`src/rtl/fb_pkg.sv`:
```
// ============================================================================
// Module   : fb_pkg
// Purpose  : Shared framebuffer definitions for the scanout reader and the
//            VGA pixel unpacker.
// Revision : 1.0 - initial release
// ============================================================================
`default_nettype none

package fb_pkg;

    localparam logic [31:0] FB_BASE_BYTE = 32'h0000_1000;
    localparam int          FB_WORDS     = 1024;

    typedef enum logic [1:0] {
        ST_IDLE  = 2'd0,
        ST_FETCH = 2'd1,
        ST_DRAIN = 2'd2
    } fb_state_e;

    typedef struct packed {
        logic        last;
        logic [31:0] data;
    } fb_word_t;

    function automatic int byte_to_word(input logic [31:0] byte_addr);
        return int'(byte_addr >> 2);
    endfunction

endpackage

`default_nettype wire

```
`src/rtl/fb_skid_fifo.sv`:
```
// ============================================================================
// Module   : fb_skid_fifo
// Purpose  : Two-entry FIFO of {last, data} absorbing the RAM read latency
//            under downstream backpressure.
// Revision : 1.0 - initial release
// ============================================================================
`default_nettype none

module fb_skid_fifo
    import fb_pkg::*;
(
    input  logic        clk,
    input  logic        reset,
    input  logic        push,
    input  fb_word_t    push_word,
    input  logic        pop,
    output fb_word_t    head_word,
    output logic        empty,
    output logic [1:0]  count
);

    fb_word_t   r_mem [2];
    logic       r_wr_ptr;
    logic       r_rd_ptr;
    logic [1:0] r_count;

    always_ff @(posedge clk) begin
        if (reset) begin
            for (int i = 0; i < 2; i++) begin
                r_mem[i] <= '0;
            end
            r_wr_ptr <= 1'b0;
            r_rd_ptr <= 1'b0;
            r_count  <= 2'd0;
        end else begin
            if (push) begin
                r_mem[r_wr_ptr] <= push_word;
                r_wr_ptr        <= ~r_wr_ptr;
            end
            if (pop) begin
                r_rd_ptr <= ~r_rd_ptr;
            end
            // Simultaneous push and pop leave the occupancy unchanged.
            case ({push, pop})
                2'b10:   r_count <= r_count + 2'd1;
                2'b01:   r_count <= r_count - 2'd1;
                default: r_count <= r_count;
            endcase
        end
    end

    assign head_word = r_mem[r_rd_ptr];
    assign empty     = (r_count == 2'd0);
    assign count     = r_count;

endmodule

`default_nettype wire

```
`src/rtl/fb_reader.sv`:
```
// ============================================================================
// Module   : fb_reader
// Purpose  : Framebuffer scanout engine: reads a contiguous word block from
//            the data RAM and streams it out over valid/ready.
// Revision : 1.0 - initial release
// ============================================================================
`default_nettype none

module fb_reader
    import fb_pkg::*;
#(
    parameter int ADDR_W    = 11,
    parameter int BASE_WORD = byte_to_word(FB_BASE_BYTE),
    parameter int LEN_WORDS = FB_WORDS
) (
    input  logic        clk,
    input  logic        reset,
    input  logic        start,
    output logic        busy,
    output logic        done,
    output logic [31:0] mem_addr,
    input  logic [31:0] mem_rd,
    output logic        out_valid,
    input  logic        out_ready,
    output logic [31:0] out_data,
    output logic        out_last
);

    localparam int                c_CNT_W    = ADDR_W + 1;
    localparam logic [c_CNT_W-1:0] c_LEN_LAST = c_CNT_W'(LEN_WORDS - 1);
    localparam logic [ADDR_W-1:0]  c_BASE     = ADDR_W'(BASE_WORD);

    fb_state_e          r_state;
    fb_state_e          w_state_nxt;
    logic [ADDR_W-1:0]  r_idx;
    logic [c_CNT_W-1:0] r_issue_cnt;
    logic [c_CNT_W-1:0] r_hs_cnt;
    logic               r_inflight;
    logic               r_inflight_last;
    logic               r_done;

    logic               w_issue;
    logic               w_pop;
    logic               w_start_ok;
    logic               w_frame_end;
    logic [2:0]         w_occupancy;
    logic [1:0]         w_fifo_count;
    logic               w_fifo_empty;
    fb_word_t           w_push_word;
    fb_word_t           w_head_word;

    assign w_pop       = out_valid && out_ready;
    assign w_push_word = '{last: r_inflight_last, data: mem_rd};

    always_comb begin
        w_state_nxt = r_state;
        w_issue     = 1'b0;
        w_start_ok  = 1'b0;
        w_frame_end = 1'b0;
        // Words already owed to the FIFO after this cycle's pop; a new issue
        // is allowed only while that leaves room for one more.
        w_occupancy = {1'b0, w_fifo_count} + {2'b00, r_inflight} - {2'b00, w_pop};
        case (r_state)
            ST_IDLE: begin
                if (start && !r_done) begin
                    w_start_ok  = 1'b1;
                    w_state_nxt = ST_FETCH;
                end
            end
            ST_FETCH: begin
                w_issue = (w_occupancy < 3'd2);
                if (w_issue && (r_issue_cnt == c_LEN_LAST)) begin
                    w_state_nxt = ST_DRAIN;
                end
            end
            ST_DRAIN: begin
                if (w_pop && (r_hs_cnt == c_LEN_LAST)) begin
                    w_frame_end = 1'b1;
                    w_state_nxt = ST_IDLE;
                end
            end
            default: begin
                w_state_nxt = ST_IDLE;
            end
        endcase
    end

    always_ff @(posedge clk) begin
        if (reset) begin
            r_state         <= ST_IDLE;
            r_idx           <= c_BASE;
            r_issue_cnt     <= '0;
            r_hs_cnt        <= '0;
            r_inflight      <= 1'b0;
            r_inflight_last <= 1'b0;
            r_done          <= 1'b0;
        end else begin
            r_state         <= w_state_nxt;
            r_done          <= w_frame_end;
            r_inflight      <= w_issue;
            r_inflight_last <= w_issue && (r_issue_cnt == c_LEN_LAST);
            if (w_start_ok || w_frame_end) begin
                r_idx       <= c_BASE;
                r_issue_cnt <= '0;
                r_hs_cnt    <= '0;
            end else begin
                if (w_issue) begin
                    r_issue_cnt <= r_issue_cnt + c_CNT_W'(1);
                    // Hold on the final index so the address never wraps.
                    if (r_issue_cnt != c_LEN_LAST) begin
                        r_idx <= r_idx + ADDR_W'(1);
                    end
                end
                if (w_pop) begin
                    r_hs_cnt <= r_hs_cnt + c_CNT_W'(1);
                end
            end
        end
    end

    fb_skid_fifo u_fifo (
        .clk       (clk),
        .reset     (reset),
        .push      (r_inflight),
        .push_word (w_push_word),
        .pop       (w_pop),
        .head_word (w_head_word),
        .empty     (w_fifo_empty),
        .count     (w_fifo_count)
    );

    assign busy      = (r_state != ST_IDLE);
    assign done      = r_done;
    assign mem_addr  = {{(30 - ADDR_W){1'b0}}, r_idx, 2'b00};
    assign out_valid = !w_fifo_empty;
    assign out_data  = w_head_word.data;
    assign out_last  = !w_fifo_empty && w_head_word.last;

endmodule

`default_nettype wire

```
`config.mk`:
```
export PLATFORM = sky130hd
export DESIGN_NAME = fb_reader
export DESIGN_NICKNAME = d
export VERILOG_FILES = /design/src/rtl/fb_pkg.sv /design/src/rtl/fb_skid_fifo.sv /design/src/rtl/fb_reader.sv
export SDC_FILE = /design/constraint.sdc
export NUM_CORES = 1
export LEC_CHECK = 0
export BUFFER_PORTS_ARGS = -buffer_cell sky130_fd_sc_hd__buf_2
export CORE_MARGIN = 2
export CORE_UTILIZATION = 35
export DETAILED_ROUTE_END_ITERATION = 12
export RECOVER_POWER = 50
export SYNTH_ARGS = -nofsm -noshare
export SYNTH_HDL_FRONTEND = slang
export SYNTH_SLANG_ARGS = --single-unit
export TNS_END_PERCENT = 30
```
`constraint.sdc`:
```
create_clock -name clk -period 7 [get_ports clk]
set_input_delay 1.05 -clock clk [delete_from_list [all_inputs] [get_ports clk]]
set_output_delay 1.05 -clock clk [all_outputs]
set_load 0.005 [all_outputs]
```
; ---- Word level (Yosys, flattened, before mapping)
; Memories as Yosys holds them, arrays and structs flattened. A register that Yosys moved wholly into a read port is not among the register bits.
; Index checks and enable logic that the tools add are counted.
[word_totals]
reg_bits = 44
ram_bits = 66
out_inout_bits = 68
n_memories = 1
[memory_table]
columns = memory, words, width, rd, rd_ports_with_merged_regs, wr, line_no
row1 = u_fifo.r_mem, 2, 33, 1, 1, 2, fb_skid_fifo.sv:22  ; fb_word_t r_mem [2];
[classes]
addsub = 7
magnitude_cmp = 1
eq_ne = 10
n_mux = 20
n_bitwise = 2
reduce_logical = 17
[ops]
columns = operator, n
row1 = 33-bit 2-to-1 mux, 1
row2 = 33-bit OR reduction, 1
row3 = "12-bit by 1-bit adder with 12-bit output, second input constant", 2
row4 = "12-bit by 10-bit == test with 1-bit output, second input constant", 2
row5 = 1-bit 2-to-1 mux, 14
row6 = "12-bit by 10-bit != test with 1-bit output, second input constant", 1
row7 = "11-bit by 1-bit adder with 11-bit output, second input constant", 1
row8 = 1-bit logical AND, 6
row9 = 2-bit 2-to-1 mux, 3
row10 = "2-bit != test, second input constant", 3
row11 = 2-bit one-hot mux with 3 select lines, 1
row12 = "2-bit by 1-bit == test with 1-bit output, second input constant", 2
row13 = "2-bit == test, second input constant", 2
row14 = 2-bit logical NOT, 2
row15 = 2-bit one-hot mux with 2 select lines, 1
row16 = 2-bit nonzero test, 2
row17 = 2-bit by 1-bit adder with 3-bit output, 1
row18 = "3-bit by 2-bit < comparator with 1-bit output, second input constant", 1
row19 = 3-bit AND reduction, 1
row20 = 3-bit by 1-bit subtractor with 3-bit output, 1
row21 = "2-bit by 1-bit adder with 2-bit output, second input constant", 1
row22 = 1-bit logical NOT, 2
row23 = 1-bit inverter, 2
row24 = 2-bit AND reduction, 1
row25 = 3 further kinds, 3

; ---- Depth between registers and ports, before layout
; Gate-level depths: netlist of run 1.
[depth]
word_depth = 8
mapped_depth = 11
depth_no_buf = 8

; ---- By module
; A second synthesis of run 1 with hierarchy kept.
[hier_totals]
cells_unflattened = 476
area_unflattened_um2 = 5196.2
[by_module_without_submodules]
columns = mod, n_inst, cells_per_inst, area_each_um2
row1 = fb_skid_fifo, 1, 236, 3079.2
row2 = fb_reader, 1, 240, 2117.0

; ---- Worst setup path before layout of run 1
; OpenSTA, ideal clock, no wires.
[synth_path]
kind = input-to-reg
start = in out_ready
end = reg r_issue_cnt[11]
arrival_time_ns = 3.132
required_time_ns = 6.930
path_slack_ns = 3.797
cell_stages = 8
path_cell_list = and3b_1 or2_2 nand2_1 fa_1 nand3b_4 or4_4 or4_1 a21oi_1
[synth_between]
elab_chain_len = 6
elab_cells_between_ends = 9
[synth_rtl]
columns = item, line_no
row1 = from (decl), fb_reader.sv:24  ; input logic out_ready,
row2 = 1-bit logical AND (*), fb_reader.sv:52  ; assign w_pop = out_valid && out_ready;
row3 = branches (longest 5 deep; another with 3-bit by 1-bit subtractor with 3-bit output), --
row4 = to (signal assigned), fb_reader.sv:108  ; r_issue_cnt <= r_issue_cnt + c_CNT_W'(1);
row5 = to (decl), fb_reader.sv:36  ; logic [c_CNT_W-1:0] r_issue_cnt;
; Every way passes the cells marked *.
; A chain may end at the register's enable or synchronous reset.

; ---- Worst setup path in the final report of run 1
[layout_path]
start = in out_ready
end = reg r_idx[6]
[layout_between]
elab_chain_len = 6
elab_cells_between_ends = 10
[layout_rtl]
columns = item, line_no
row1 = 1-bit logical AND (*), fb_reader.sv:52
row2 = branches (longest 5 deep; another with 3-bit by 1-bit subtractor with 3-bit output), --
row3 = to (signal assigned), fb_reader.sv:91  ; r_idx <= c_BASE;
row4 = to (signal assigned), fb_reader.sv:103  ; r_idx <= c_BASE;
row5 = to (signal assigned), fb_reader.sv:111  ; r_idx <= r_idx + ADDR_W'(1);
row6 = to (decl), fb_reader.sv:35  ; logic [ADDR_W-1:0] r_idx;
; Marked as above.

==> impl_metrics.env, run 1 <==
export IMPL_drive_above_1_share=0.2643
export IMPL_cpMaxStageDelayCell="fa_1"
export IMPL_grtUsageMet3=0.02739
export IMPL_synth_seq_cells=111
export IMPL_grt_pass1_wl_um=16430
export IMPL_rsz0062_at_grt="no"
export IMPL_worst_slew_pin_slew_ns=1.966
export IMPL_syn_instance_count=445
export IMPL_stdcell_count=710
export IMPL_clock_path_buffers=2
export IMPL_clk_pin_slew_ns=0.07
export IMPL_antenna_found_initial=0
export IMPL_num_rows=44
export IMPL_drc=0
export IMPL_routed_wirelength_um=10100
export IMPL_cp_slowest_stage_delay_ns=0.57
export IMPL_path_class="input pin to flop"
export IMPL_placed_cells=694
export IMPL_cts_setup_buffers=0
export IMPL_post_dp_hpwl_um=6670
export IMPL_synth_enable_flop_cells=66
export IMPL_grt_busiest_layer="met2"
export IMPL_timing_final_crit_share=0.4702
export IMPL_die_w_um=125.3
export IMPL_core_mm2=0.01448
export IMPL_fin_nets=561
export IMPL_cts_resized_gates=0
export IMPL_yosys_warnings=0
export IMPL_maxCapViolations=1
export IMPL_grt_usage=0.1309
export IMPL_die_y_um=125.3
export IMPL_ant_nets=0
export IMPL_critPathArrivalTime_ns=3.57
export IMPL_gp_congestion=0.7474
export IMPL_final_util=0.4094
export IMPL_use_met1=0.1602
export IMPL_synth_area_per_cell_um2=11.58
export IMPL_power_density_mw_per_mm2=223.1
export IMPL_fillers=1399
export IMPL_htreeDepth=3
export IMPL_wl_per_cell_um=14.23
export IMPL_setup_tns_ns=0
export IMPL_gr_usage_met2=0.2199
export IMPL_dr_pass1_iters=4
export IMPL_setup_viol=0
export IMPL_vias_per_cell=4.855
export IMPL_worstSetupEndpointType="flop"
export IMPL_cts_buffers=9
export IMPL_vdd_ir_drop_max_mv=0.1187
export IMPL_slew_limit_headroom=-0.3108
export IMPL_worstPathRequired_ns=7.28
export IMPL_drv_slew=34
export IMPL_worst_path_buf_inv=1
export IMPL_mappedNetlistArea_mm2=0.005154
export IMPL_holdWs_ns=0.4865
export IMPL_clock_sinks=111
export IMPL_ys_async_sr_fraction=0
export IMPL_ios=104
export IMPL_gr_total_overflow=0
export IMPL_clockRootBuffer="clkbuf_16"
export IMPL_grt_max_degree=34
export IMPL_hold_viol_final=0
export IMPL_syn2layout_area_growth_pct=15.00
export IMPL_critPathTopFamily="simple AND/OR/NAND/NOR gates"
export IMPL_cts_hold_buf=0
export IMPL_yosysSeqAreaShare=0.5594
export IMPL_grt_pass1_vias=3315
export IMPL_ys_flop_type="edfxtp_1"
export IMPL_path_max_fanout=21
export IMPL_drtIter0Drc=178
export IMPL_synth_cell_type_count=52
export IMPL_clock_latency_ns=0.35
export IMPL_antennaDiodeCount=0
export IMPL_hp_class="flop to flop"
export IMPL_cts_tree="built"
export IMPL_failed_checks="capacitance limit, slew limit"
export IMPL_die_area_mm2=0.01571
export IMPL_crit_chain="clkbuf_1 -> and3b_1 -> or2_2 -> nand2_1 -> fa_1 -> nand3b_4 -> or2_1 -> or4_1 -> a21oi_1"
export IMPL_fmax_ghz=0.3038
export IMPL_start_util=0.3559
export IMPL_power_leakage_nw=2.227
export IMPL_routed_via_count=3447
export IMPL_status="complete, but fails checks"
export IMPL_period_minus_slack_ns=3.292
export IMPL_critical_path_startpoint_type="input pin"
export IMPL_finClkSkew_ns=0.007734
export IMPL_port_buffers=82
[worst paths after layout]
kind | end | from | slack, ns | cells after the start
worst max-delay path | r_idx[6]$_SDFFE_PP0P_ | out_ready | 3.71 | 9
worst min-delay path | r_issue_cnt[11]$_SDFFE_PP0P_ | r_issue_cnt[11]$_SDFFE_PP0P_ | 0.49 | 2
worst max register to register | r_idx[6]$_SDFFE_PP0P_ | u_fifo.count[1]$_SDFFE_PP0P_ | 4.01 | 8
worst min register to register | r_issue_cnt[11]$_SDFFE_PP0P_ | r_issue_cnt[11]$_SDFFE_PP0P_ | 0.49 | 2
[area by class of cell]
class / count / area (um^2) / area share
well taps: 184 / 230.2 / 0.03884
inverters: 6 / 22.52 / 0.003800
flip-flops and latches: 111 / 2884 / 0.4866
repair buffers: 87 / 430.4 / 0.07262
clock buffers: 11 / 232.7 / 0.03927
multi-input cells: 306 / 2071 / 0.3494
clock inverters: 5 / 56.30 / 0.009500
[power breakdown]
part,leakage (nW),switching (mW),internal (mW)
clock,0.138,0.227,0.278
sequential,1.05,0.0122,0.715
combinational,1.04,0.0490,0.0407
total,2.23,0.289,1.03
[synthesized netlist by cell type (2+ instances only)]
library cell,n,area share
a21oi_1,17,0.017
nor4_1,4,0.0049
o21a_1,4,0.0058
o21ai_0,2,0.0019
nor2_1,31,0.023
nand4_1,6,0.0073
buf_4,22,0.032
nor3b_1,3,0.0044
nand3_1,11,0.011
mux2i_1,3,0.0058
edfxtp_1,66,0.38
nor2b_1,2,0.0024
xor2_1,6,0.010
nand2_1,20,0.015
clkbuf_1,17,0.012
buf_6,2,0.0044
inv_1,6,0.0044
mux2_2,32,0.070
or2_2,3,0.0036
or4_1,12,0.017
and4_1,2,0.0034
xnor2_1,14,0.024
and2_1,67,0.081
or4_4,2,0.0044
o31ai_1,12,0.017
nor3_1,7,0.0068
dfxtp_1,45,0.17
ha_1,3,0.0073
[worst register-to-register path, stage by stage (launching register included)]
cell      delay (ns)
dfxtp_1         0.57
and3b_1         0.26
or2_2           0.14
nand2_1         0.06
fa_1            0.57
nand3b_4        0.15
or2_1           0.47
or4_1           0.55
a21oi_1         0.15
[registers in the layout, summed over array words and instances (netlist names), named ones only]
signal / cells
done: 1
r_hs_cnt: 12
r_idx: 11
r_inflight: 1
r_inflight_last: 1
r_issue_cnt: 12
r_state: 2
u_fifo.count: 2
u_fifo.r_mem: 66
u_fifo.r_rd_ptr: 1
u_fifo.r_wr_ptr: 1
[cells by family after synthesis]
logic type                 after synthesis  synth area share
adders and majority gates                4           0.01117
buffers and inverters                   48           0.05414
xor gates and xnor gates                21           0.03715
muxes                                   35           0.07575
other                                    1         0.0007276
and+or+nand+nor                        182            0.2071
AOI/OAI and AO/OA                       43           0.05463
DFF                                    111            0.5594
[through the flow]
step / area [um^2] / total power [mW] / setup slack (ns)
after detailed placement: 5665 / 0.8340 / 3.452
after CTS: 5954 / 1.341 / 3.814
after global placement: 5665 / 0.8313 / 3.515
after floorplan: 5229 / 0.7988 / 3.797
final: 5927 / 1.322 / 3.708
after global routing: 5927 / 1.373 / 3.496
[placed cells by master, fill, tap and decap left out, drive strengths merged, types with 3 or more instances in the layout]
cell / synthesis / routed
mux2: 32 / 32
edfxtp: 66 / 66
o31ai: 12 / 12
o21a: 4 / 4
nor2: 31 / 31
clkbuf: 17 / 19
o21ai: 3 / 3
nand4: 7 / 7
mux2i: 3 / 3
xnor2: 14 / 14
a21oi: 18 / 18
buf: 25 / 79
and2: 67 / 67
nor4: 4 / 4
or4: 14 / 14
nand3: 11 / 11
nor3: 7 / 7
or2: 4 / 4
inv: 6 / 7
dfxtp: 45 / 45
conb: 1 / 21
nor3b: 3 / 3
xor2: 7 / 7
nand2: 20 / 20
ha: 3 / 3
[per-layer routing]
metal | wire length, um | up-vias
met1 | 4501 | 1662
met3 | 443 | 18
met4 | 247 | 0
li1 | - | 1690
met2 | 4909 | 77
met5 | 0 | -
Note: power is estimated with default switching activity, not from simulation.
==> inputs of run 2 (changes only) <==
==> constraint.sdc (replaced) <==
create_clock -name clk -period 3.5 [get_ports clk]
set_input_delay 0.525 -clock clk [delete_from_list [all_inputs] [get_ports clk]]
set_output_delay 0.525 -clock clk [all_outputs]
set_load 0.005 [all_outputs]
==> impl_metrics.env, run 2 (synthesized netlist as in run 1, its figures left out) <==
export IMPL_regMostFlops="u_fifo.r_mem"
export IMPL_swShare=0.2394
export IMPL_die_w_um=125.3
export IMPL_drc=0
export IMPL_antenna_found_initial=0
export IMPL_setup_tns_ns=0
export IMPL_ios=104
export IMPL_worst_slew_pin_slew_ns=2.028
export IMPL_fin_nets=561
export IMPL_routed_wirelength_um=10180
export IMPL_cts_resized_gates=0
export IMPL_biggestRegsByFlops="u_fifo.r_mem (66), r_hs_cnt (12), r_issue_cnt (12)"
export IMPL_power_leakage_nw=2.238
export IMPL_dr_pass1_iters=4
export IMPL_cts_setup_buffers=0
export IMPL_cpMaxStageDelayCell="dfxtp_1"
export IMPL_cts_tree="built"
export IMPL_maxCapViolations=1
export IMPL_total_power_mw=2.645
export IMPL_place_ws_ns=0.4734
export IMPL_grt_pass1_vias=3293
export IMPL_num_rows=44
export IMPL_drv_slew=34
export IMPL_layout_commonest_cell="buf_2"
export IMPL_fmax_ghz=0.3315
export IMPL_path_max_fanout=21
export IMPL_largest_reg_flops=66
export IMPL_clk_pin_slew_ns=0.08
export IMPL_core_mm2=0.01448
export IMPL_failed_checks="capacitance limit, slew limit"
export IMPL_grt_usage=0.1320
export IMPL_finClkSkew_ns=0.006247
export IMPL_die_area_mm2=0.01571
export IMPL_antennaDiodeCount=0
export IMPL_htreeDepth=3
export IMPL_cts_hold_buf=0
export IMPL_wl_per_cell_um=14.34
export IMPL_placed_area_mm2=0.005665
export IMPL_post_dp_hpwl_um=6656
export IMPL_drive_above_1_share=0.2776
export IMPL_final_cell_area_mm2=0.005931
export IMPL_setup_slack_ns=0.4832
export IMPL_gp_congestion=0.7790
export IMPL_cts_buffers=9
export IMPL_start_util=0.3559
export IMPL_crit_chain="and3b_1 -> or2_2 -> nand2_1 -> fa_1 -> nand3b_4 -> or2_1 -> or4_1 -> a21oi_1"
export IMPL_routed_via_count=3414
export IMPL_grt_pass1_wl_um=16540
export IMPL_grt_max_degree=35
export IMPL_holdWs_ns=0.4488
export IMPL_hold_viol_final=0
export IMPL_vdd_ir_drop_max_mv=0.2126
export IMPL_port_buffers=82
export IMPL_path_class="flop to flop"
export IMPL_clock_path_buffers=2
export IMPL_slew_limit_headroom=-0.3522
export IMPL_p_sw_uw=633.1
export IMPL_syn2layout_area_growth_pct=15.08
export IMPL_hp_class="input pin to flop"
export IMPL_critical_path_startpoint_type="flop"
export IMPL_p_clk_frac=0.382
export IMPL_clock_sinks=111
export IMPL_critPathTopFamily="simple AND/OR/NAND/NOR gates"
export IMPL_reg2reg_slack_ns=0.48
export IMPL_mostFrequentLayoutCells="81 x buf_2, 66 x edfxtp_1, 44 x dfxtp_1, 36 x and2_0, 32 x mux2_2"
export IMPL_clock_latency_ns=0.36
export IMPL_p_seq_frac=0.550
export IMPL_combPwrFrac=0.068
export IMPL_clockRootBuffer="clkbuf_16"
export IMPL_rsz0062_at_grt="no"
export IMPL_worstSetupEndpointType="flop"
export IMPL_drtIter0Drc=216
export IMPL_setup_viol=0
export IMPL_cp_slowest_stage_delay_ns=0.58
export IMPL_timing_final_crit_share=0.8619
export IMPL_worst_path_buf_inv=0
export IMPL_die_y_um=125.3
export IMPL_period_minus_slack_ns=3.017
export IMPL_power_internal_mw=2.012
export IMPL_power_density_mw_per_mm2=446.0
export IMPL_vias_per_cell=4.808
export IMPL_critPathArrivalTime_ns=3.30
export IMPL_gr_total_overflow=0
export IMPL_worstPathRequired_ns=3.79
export IMPL_ant_nets=0
export IMPL_status="complete, but fails checks"
## run 2: metal layers
| metal | share of wire | GRT usage | up-vias |
|---|---|---|---|
| met4 | 0.016 | 0.05294 | 0 |
| met5 | 0 | 0 | - |
| met2 | 0.48 | 0.2148 | 86 |
| met3 | 0.050 | 0.02781 | 11 |
| met1 | 0.46 | 0.1725 | 1621 |
| li1 | - | - | 1696 |
## run 2: worst register-to-register path, stage by stage (launching register included)
cell and delay, ns:
dfxtp_1 0.58, and3b_1 0.26, or2_2 0.14, nand2_1 0.07, fa_1 0.57, nand3b_4 0.14
or2_1 0.47, or4_1 0.56, a21oi_1 0.15
## run 2: area by class of cell
cell class	count	area [um^2]
Timing Repair Buffer	87	435.4
Clock buffer	9	225.2
Multi-Input combinational cell	306	2071
Tap cell	184	230.2
Sequential cell	111	2884
Inverter	6	22.52
Fill cell	1404	8548
Clock inverter	7	62.56
## run 2: power by group through the flow
| stage | sequential, mW | clock, mW | combinational (mW) |
|---|---|---|---|
| 2_1_floorplan | 1.47 | 0 | 0.127 |
| 3_3_place_gp | 1.48 | 0 | 0.182 |
| 3_5_place_dp | 1.48 | 0 | 0.184 |
| 4_1_cts | 1.45 | 1.04 | 0.185 |
| 5_1_grt | 1.46 | 1.09 | 0.202 |
| 6_report | 1.45 | 1.01 | 0.180 |
## run 2: worst paths after layout
path                                      from                          endpoint  cells after the start
setup / recovery  u_fifo.count[1]$_SDFFE_PP0P_             r_idx[3]$_SDFFE_PP0P_                      8
hold / removal                       mem_rd[9]  u_fifo.r_mem[1][9]$_SDFFCE_PN0P_                      2
setup reg to reg  u_fifo.count[1]$_SDFFE_PP0P_             r_idx[3]$_SDFFE_PP0P_                      8
hold reg to reg   r_issue_cnt[11]$_SDFFE_PP0P_      r_issue_cnt[11]$_SDFFE_PP0P_                      2
## run 2: per-stage QoR
step / std cells / util
final: 710 / 0.4096
after detailed placement: 694 / 0.3913
after global placement: 694 / 0.3913
after global routing: 710 / 0.4096
after CTS: 710 / 0.4112
after floorplan: 465 / -
